### src/rtl/branch_compare_seq_pkg.sv
// Shared definitions for the iterative branch-condition comparator:
// flag bit indices, FSM state encoding and a flag-vector encoder.
package branch_compare_seq_pkg;

    // Flag bit positions within bc_flags
    localparam int unsigned BC_FLAG_GT    = 0;
    localparam int unsigned BC_FLAG_EQ    = 1;
    localparam int unsigned BC_FLAG_LT    = 2;
    localparam int unsigned BC_FLAG_COUNT = 3;

    typedef logic [BC_FLAG_COUNT-1:0] bc_flags_t;

    typedef enum logic [1:0] {
        BCS_IDLE = 2'd0,
        BCS_RUN  = 2'd1,
        BCS_DONE = 2'd2
    } bcs_state_e;

    // One-hot flag vector from a slice result; eq takes priority over gt
    function automatic bc_flags_t bc_flags_encode(input logic eq, input logic gt);
        bc_flags_t f;
        f = '0;
        if (eq) begin
            f[BC_FLAG_EQ] = 1'b1;
        end else if (gt) begin
            f[BC_FLAG_GT] = 1'b1;
        end else begin
            f[BC_FLAG_LT] = 1'b1;
        end
        return f;
    endfunction

endpackage

### src/rtl/branch_compare_seq_slice_cmp.sv
// bc_slice_cmp: combinational unsigned compare of one SLICE-bit slice.
// Ports: a, b  - slice operands
//        eq    - a == b
//        gt    - a > b (unsigned); meaningful only when eq is low
module bc_slice_cmp #(
    parameter int unsigned SLICE = 2
) (
    input  logic [SLICE-1:0] a,
    input  logic [SLICE-1:0] b,
    output logic             eq,
    output logic             gt
);

    logic [SLICE-1:0] w_diff;

    assign w_diff = a ^ b;
    assign eq     = ~|w_diff;

    // Highest differing bit decides; later (higher) iterations overwrite lower ones
    always_comb begin
        gt = 1'b0;
        for (int i = 0; i < int'(SLICE); i++) begin
            if (w_diff[i]) begin
                gt = a[i];
            end
        end
    end

endmodule

### src/rtl/branch_compare_seq.sv
// branch_compare_seq: iterative MSB-first comparator producing GT/EQ/LT
// branch flags, SLICE bits per cycle, with early exit on the first
// differing slice.
// Ports: clk, rst_n    - clock, async active-low reset
//        start         - request compare (accepted when not busy)
//        a, b          - operands, sampled on the accepting edge
//        signed_mode   - 1 = two's-complement compare
//        busy          - compare in progress
//        done          - one-cycle pulse, bc_flags valid from here on
//        bc_flags      - {LT, EQ, GT} one-hot result, held between compares
module branch_compare_seq
    import branch_compare_seq_pkg::*;
#(
    parameter int unsigned WIDTH = 8,
    parameter int unsigned SLICE = 2
) (
    input  logic                     clk,
    input  logic                     rst_n,
    input  logic                     start,
    input  logic [WIDTH-1:0]         a,
    input  logic [WIDTH-1:0]         b,
    input  logic                     signed_mode,
    output logic                     busy,
    output logic                     done,
    output logic [BC_FLAG_COUNT-1:0] bc_flags
);

    localparam int unsigned NSLICE = WIDTH / SLICE;
    localparam int unsigned IDX_W  = (NSLICE > 1) ? $clog2(NSLICE) : 1;
    localparam logic [IDX_W-1:0] LAST_IDX = IDX_W'(NSLICE - 1);

    // Reject illegal slicing at elaboration
    generate
        if ((SLICE == 0) || (SLICE > WIDTH) || ((WIDTH % SLICE) != 0)) begin : g_param_err
            $error("branch_compare_seq: WIDTH must be a non-zero multiple of SLICE");
        end
    endgenerate

    bcs_state_e       r_state;
    logic [WIDTH-1:0] r_a;
    logic [WIDTH-1:0] r_b;
    logic             r_signed;
    logic [IDX_W-1:0] r_idx;
    logic             r_busy;
    logic             r_done;
    bc_flags_t        r_flags;

    logic             w_flip;
    logic [SLICE-1:0] w_flip_mask;
    logic [SLICE-1:0] w_a_slice;
    logic [SLICE-1:0] w_b_slice;
    logic             w_eq;
    logic             w_gt;

    // Operands shift left after each equal slice, so the slice under test
    // is always the top SLICE bits. Signed mode flips only the operand MSB,
    // which lives in the top slice at idx 0.
    assign w_flip      = r_signed && (r_idx == '0);
    assign w_flip_mask = SLICE'(w_flip) << (SLICE - 1);
    assign w_a_slice   = r_a[WIDTH-1 -: SLICE] ^ w_flip_mask;
    assign w_b_slice   = r_b[WIDTH-1 -: SLICE] ^ w_flip_mask;

    bc_slice_cmp #(
        .SLICE (SLICE)
    ) u_slice_cmp (
        .a  (w_a_slice),
        .b  (w_b_slice),
        .eq (w_eq),
        .gt (w_gt)
    );

    // Control FSM, operand/index registers and flag register
    always_ff @(posedge clk or negedge rst_n) begin
        if (!rst_n) begin
            r_state  <= BCS_IDLE;
            r_a      <= '0;
            r_b      <= '0;
            r_signed <= 1'b0;
            r_idx    <= '0;
            r_busy   <= 1'b0;
            r_done   <= 1'b0;
            r_flags  <= '0;
        end else begin
            case (r_state)
                BCS_IDLE, BCS_DONE: begin
                    r_done <= 1'b0;
                    if (start) begin
                        r_a      <= a;
                        r_b      <= b;
                        r_signed <= signed_mode;
                        r_idx    <= '0;
                        r_busy   <= 1'b1;
                        r_state  <= BCS_RUN;
                    end else begin
                        r_busy  <= 1'b0;
                        r_state <= BCS_IDLE;
                    end
                end
                BCS_RUN: begin
                    if (!w_eq || (r_idx == LAST_IDX)) begin
                        r_flags <= bc_flags_encode(w_eq, w_gt);
                        r_busy  <= 1'b0;
                        r_done  <= 1'b1;
                        r_state <= BCS_DONE;
                    end else begin
                        r_a   <= r_a << SLICE;
                        r_b   <= r_b << SLICE;
                        r_idx <= r_idx + IDX_W'(1);
                    end
                end
                default: begin
                    r_busy  <= 1'b0;
                    r_done  <= 1'b0;
                    r_state <= BCS_IDLE;
                end
            endcase
        end
    end

    assign busy     = r_busy;
    assign done     = r_done;
    assign bc_flags = r_flags;

endmodule

### config.mk
export PLATFORM = sky130hd
export DESIGN_NAME = branch_compare_seq
export DESIGN_NICKNAME = d
export VERILOG_FILES = /design/src/rtl/branch_compare_seq_pkg.sv /design/src/rtl/branch_compare_seq_slice_cmp.sv /design/src/rtl/branch_compare_seq.sv
export SDC_FILE = /design/constraint.sdc
export NUM_CORES = 1
export LEC_CHECK = 0
export ABC_AREA = 1
export CORE_ASPECT_RATIO = 0.75
export CORE_MARGIN = 2
export CORE_UTILIZATION = 43
export CTS_CLUSTER_DIAMETER = 200
export DETAILED_ROUTE_END_ITERATION = 6
export PLACE_DENSITY = 0.68
export SYNTH_ARGS = -nofsm -noshare
export SYNTH_HDL_FRONTEND = slang
export SYNTH_SLANG_ARGS = --single-unit
### constraint.sdc
create_clock -name clk -period 1.76 [get_ports clk]
set_input_delay 0.352 -clock clk [delete_from_list [all_inputs] [get_ports clk]]
set_output_delay 0.352 -clock clk [all_outputs]
set_load 0.05 [all_outputs]
Word-level counts from Yosys, hierarchy flattened
Index checks and enable logic that the tools add are counted.
- input port bits: 20
- output and inout port bits: 5
- logic and storage cells: 52
- flip-flop bits (word level): 26
- bitwise operators: 3
- reductions and logical operators: 10
- equality and inequality tests: 6
- multiplexer cells: 24
- $add $sub $neg: 1
- operators with widths (operator ; count):
    $mux 8 ; 4
    $pmux 8 s2 ; 2
    $mux 1 ; 12
    $pmux 2 s2 ; 2
    $mux 2 ; 3
    $ne 2x2->1 const B ; 3
    $xor 2x2->2 ; 3
    $eq 2x2->1 const B ; 2
    $logic_not 2->1 ; 2
    $reduce_and 2->1 ; 2
    $reduce_or 2->1 ; 2
    $reduce_and 3->1 ; 1
    $add 2x1->2 const B ; 1
    $eq 2x1->1 const B ; 1
    $pmux 1 s2 ; 1
    $reduce_bool 2->1 ; 1
    $logic_and 1x1->1 ; 1
    $logic_or 1x1->1 ; 1

Logic depth before layout (Yosys ltp)
- depth after elaboration: 8
- mapped depth: 9
- gate-level depth less buffers: 8

By module
A second synthesis with hierarchy kept.
- cells, all modules: 172
- area total of the unflattened synthesis: 1321.3 µm²
- by module, submodules not included (module ; cells an instance ; sequential area each (µm²) ; area each (µm²) ; times used):
    branch_compare_seq ; 162 ; 650.6 ; 1270.0 ; 1
    bc_slice_cmp ; 10 ; 0.0 ; 51.3 ; 1

Least setup slack after synthesis
Ideal clock, no wire load.
- kind: register to register
- from: register, netlist name done
- to: register r_a[7]
- data arrival time: 1.320 ns
- clock period less this slack: 1.437 ns
- stages on the path, launching flop included: 8
- library setup time: 0.117 ns
- required time: 1.643 ns
- path slack: 0.323 ns
- cells stage by stage: dfrtp_1 > nor2_4 > inv_2 > clkbuf_1 > nand2_1 > nand2_1 > nand2_1 > nand2_1
- RTL lines (element ; RTL line ; source):
    end signal: assignment ; branch_compare_seq.sv:106 ; r_a <= r_a << SLICE;
    end: declaration ; branch_compare_seq.sv:40 ; logic [WIDTH-1:0] r_a;

Final worst setup path
- from: register r_a[6]
- to: register r_b[6]
- longest elaborated chain between the ends: 6
- RTL lines (element ; RTL line ; source):
    $xor 2x2->2 ; branch_compare_seq.sv:60 ; assign w_a_slice = r_a[WIDTH-1 -: SLICE] ^ w_flip_mask;
    $xor 2x2->2 ; branch_compare_seq_slice_cmp.sv:16 ; assign w_diff = a ^ b;
    $reduce_or 2->1 ; branch_compare_seq_slice_cmp.sv:17 ; assign eq = ~|w_diff;
    $logic_or 1x1->1 ; branch_compare_seq.sv:100 ; if (!w_eq || (r_idx == LAST_IDX)) begin
    $ne 2x2->1 (no source line) ; - ;
    $reduce_and 3->1 (no source line) ; - ;
    end signal: assignment ; branch_compare_seq.sv:107 ; r_b <= r_b << SLICE;
    end: declaration ; branch_compare_seq.sv:41 ; logic [WIDTH-1:0] r_b;
No other way between the ends.
A chain may end at the register's enable or synchronous reset.

==> flow_metrics.py <==
metrics = {
    "grt": {
        "grt_max_degree": 26,
        "grt_use_total": 0.180,
        "antenna_found_initial": 0,
        "grt_overflow": 0,
        "grt_pass1_vias": 1055,
        "grt_pass1_wl_mm": 4.69,
    },
    "setup_path": {
        "cp.buffers_inverters": 1,
        "slowest_delay_ps": 400,
        "critPathMostFrequentCell": "nand2_1",
        "reg2reg_depth": 7,
        "critical_path_required_ps": 1970,
        "cp_slowest_cell": "dfrtp_1",
        "crit_fanout": 19,
        "critPathCaptureType": "flip-flop",
        "crit_type": "flip-flop to flip-flop",
        "critPathArrivalTime_ps": 1740,
        "r2r_setup_slack_ps": 220,
        "critPathLaunchType": "flip-flop",
        "crit_family": "simple AND/OR/NAND/NOR gates",
        "cp_num_cells": 7,
        "endpoint": "r_b[6]$_DFFE_PN0P_",
        "crit_chain": "ha_1, inv_1, nor2_4, nand3_4, nand2_4, nand2_1, nand2_1",
        "r2r-start": "r_a[6]$_DFFE_PN0P_",
        "startpoint": "r_a[6]$_DFFE_PN0P_",
        "r2r_end": "r_b[6]$_DFFE_PN0P_",
    },
    "floorplan": {
        "start_util": 0.444,
        "die_h_microns": 51.1,
        "die_w_microns": 66.8,
        "rows": 17,
        "die-area_sq_mm": 0.00342,
        "io_pins": 25,
        "core_area_sq_mm": 0.00287,
    },
    "finish": {
        "diodes": 0,
        "stdcell_count": 231,
        "final_nets": 217,
        "final_cell_mix": "88 x nand2_1, 25 x dfrtp_1, 21 x nand3_1",
        "final_common_cell": "nand2_1",
        "synthToLayoutAreaGrowth_pct": 25.4,
        "final_area_sq_mm": 0.00160,
        "drive_above_1_share": 0.109,
    },
    "clocking": {
        "clockBufferDepth": 2,
        "cts_buffers": 3,
        "root_buffer": "clkbuf_8",
        "cts_tree": "built",
        "htreeDepth": 1,
        "clock_latency_ps": 270,
        "postCtsSetupBuffers": 0,
        "postCtsResizedCells": 0,
        "path_clk_slew_ps": 80,
        "cts_sinks": 25,
        "cts_hold_buf": 0,
    },
    "routing": {
        "totalWireLength_mm": 2.49,
        "vias": 1087,
        "drtPass1Iterations": 4,
        "drt_iter0_drc": 77,
        "drc": 0,
        "drt-vias-per-instance": 4.71,
        "ant_nets": 0,
        "routedWlPerCell_microns": 10.8,
    },
    "timing": {
        "setup-violations-final": 0,
        "timing.slew.headroom": 0.791,
        "worst_slew_pin_slew_ps": 313,
        "fin_setup_tns_ps": 0,
        "clock_skew_ps": 2.60,
        "period_share": 0.873,
        "grt_setup_unrepaired": "no",
        "fin_ws_ps": 223,
        "drv_slew": 0,
        "fmax_mhz": 651,
        "hold_viol": 0,
        "period_needed_ps": 1540,
    },
    "placed_design": {
        "hpwl_mm": 1.85,
        "routabilityCongestion": 0.737,
        "dp_slack_ps": 236,
        "port_buffers": 24,
        "place_area_sq_mm": 0.00155,
        "dp.cells": 227,
    },
    "yosys": {
        "syn_avg_cell_area_sq_um": 7.58,
        "ys_top_cells_by_area": "dfrtp_1 49%, nand2_1 26%, nand3_1 8.3%",
        "netlist_area_sq_mm": 0.00127,
        "ys_seq_area_frac": 0.491,
        "yosysWarningCount": 0,
        "syn_inst": 168,
        "yosysUniqueCellTypes": 16,
        "synth_largest_area_cell": "dfrtp_1",
        "ys_ff_latch": 25,
        "synth_top_area_frac": 0.491,
        "synth_nets": 191,
    },
    "job": {
        "drv_cap": 0,
    },
    "pwr": {
        "powerDensity_mw_per_mm2": 1740,
        "leakagePower_nw": 0.872,
        "ir_drop_mv": 0.651,
    },
    "run_status": {
        "status": "complete, no violations",
    },
    "worst_hold_path": {
        "min_path_type": "primary input to async pin",
    },
}
area by class of cell:
type	instances	area, sq um
tap	38	47.5
timing repair buffer	27	263
inverter	13	48.8
clock buffer	3	41.3
clock inverter	1	5.00
multi-input combinational	124	567
fill	288	1270
sequential	25	626
routing by layer:
| metal | GRT usage | vias to the layer above | routed length, microns |
|---|---|---|---|
| met4 | 0.0204 | 0 | 8 |
| li1 | - | 566 | - |
| met2 | 0.307 | 31 | 1130 |
| met3 | 0.0551 | 2 | 171 |
| met5 | 0 | - | 0 |
| met1 | 0.234 | 488 | 1180 |
synthesized netlist by cell type, drive strengths merged:
cell and number:
clkbuf 3, nand3 22, buf 3, dfrtp 25, nor2 4, ha 3, o21ai 2, inv 13
nand4 1, nand2 92
power breakdown:
part | switching, mW | internal, mW | leakage, nW
Combinational | 0.942 | 0.495 | 0.531
Clock | 0.177 | 0.158 | 0.0255
Sequential | 0.170 | 0.838 | 0.315
Total | 1.29 | 1.49 | 0.872
worst register-to-register path, cell delays in order (launching register included):
cell     delay, ps
dfrtp_1        400
ha_1           280
inv_1           50
nor2_4         150
nand3_4        220
nand2_4        230
nand2_1         80
nand2_1         70
worst min-delay path by stage:
stage / end / depth (start not counted) / from
after floorplan: bc_flags[0]$_DFFE_PN0P_ / 0 / rst_n
after detailed placement: bc_flags[0]$_DFFE_PN0P_ / 2 / bc_flags[0]$_DFFE_PN0P_
after global placement: bc_flags[0]$_DFFE_PN0P_ / 2 / bc_flags[0]$_DFFE_PN0P_
after global routing: r_b[2]$_DFFE_PN0P_ / 2 / rst_n
final: r_b[0]$_DFFE_PN0P_ / 2 / rst_n
after CTS: r_a[1]$_DFFE_PN0P_ / 2 / rst_n
registers in the layout (all words and copies together), names as in the netlist:
signal / count
bc_flags: 3
r_signed: 1
r_a: 8
done: 1
r_b: 8
busy: 1
r_state: 1
r_idx: 2
cell families (layout without fill, tap and decap cells):
logic type,after synthesis,after routing,synth area share
buf+inv,19,44,0.0639
fa+ha+maj,3,3,0.0295
compound gates,2,2,0.00786
flops,25,25,0.491
simple gates,119,119,0.408
metrics by stage:
stage                     utilization  power [mW]  hold slack [ps]
after floorplan                     -        2.10             56.4
after global placement          0.540        2.42              466
after CTS                       0.556        2.81              443
final                           0.556        2.78              433
after global routing            0.556        3.06              462
after detailed placement        0.540        2.47              469
(Power assumes the default switching activity.)
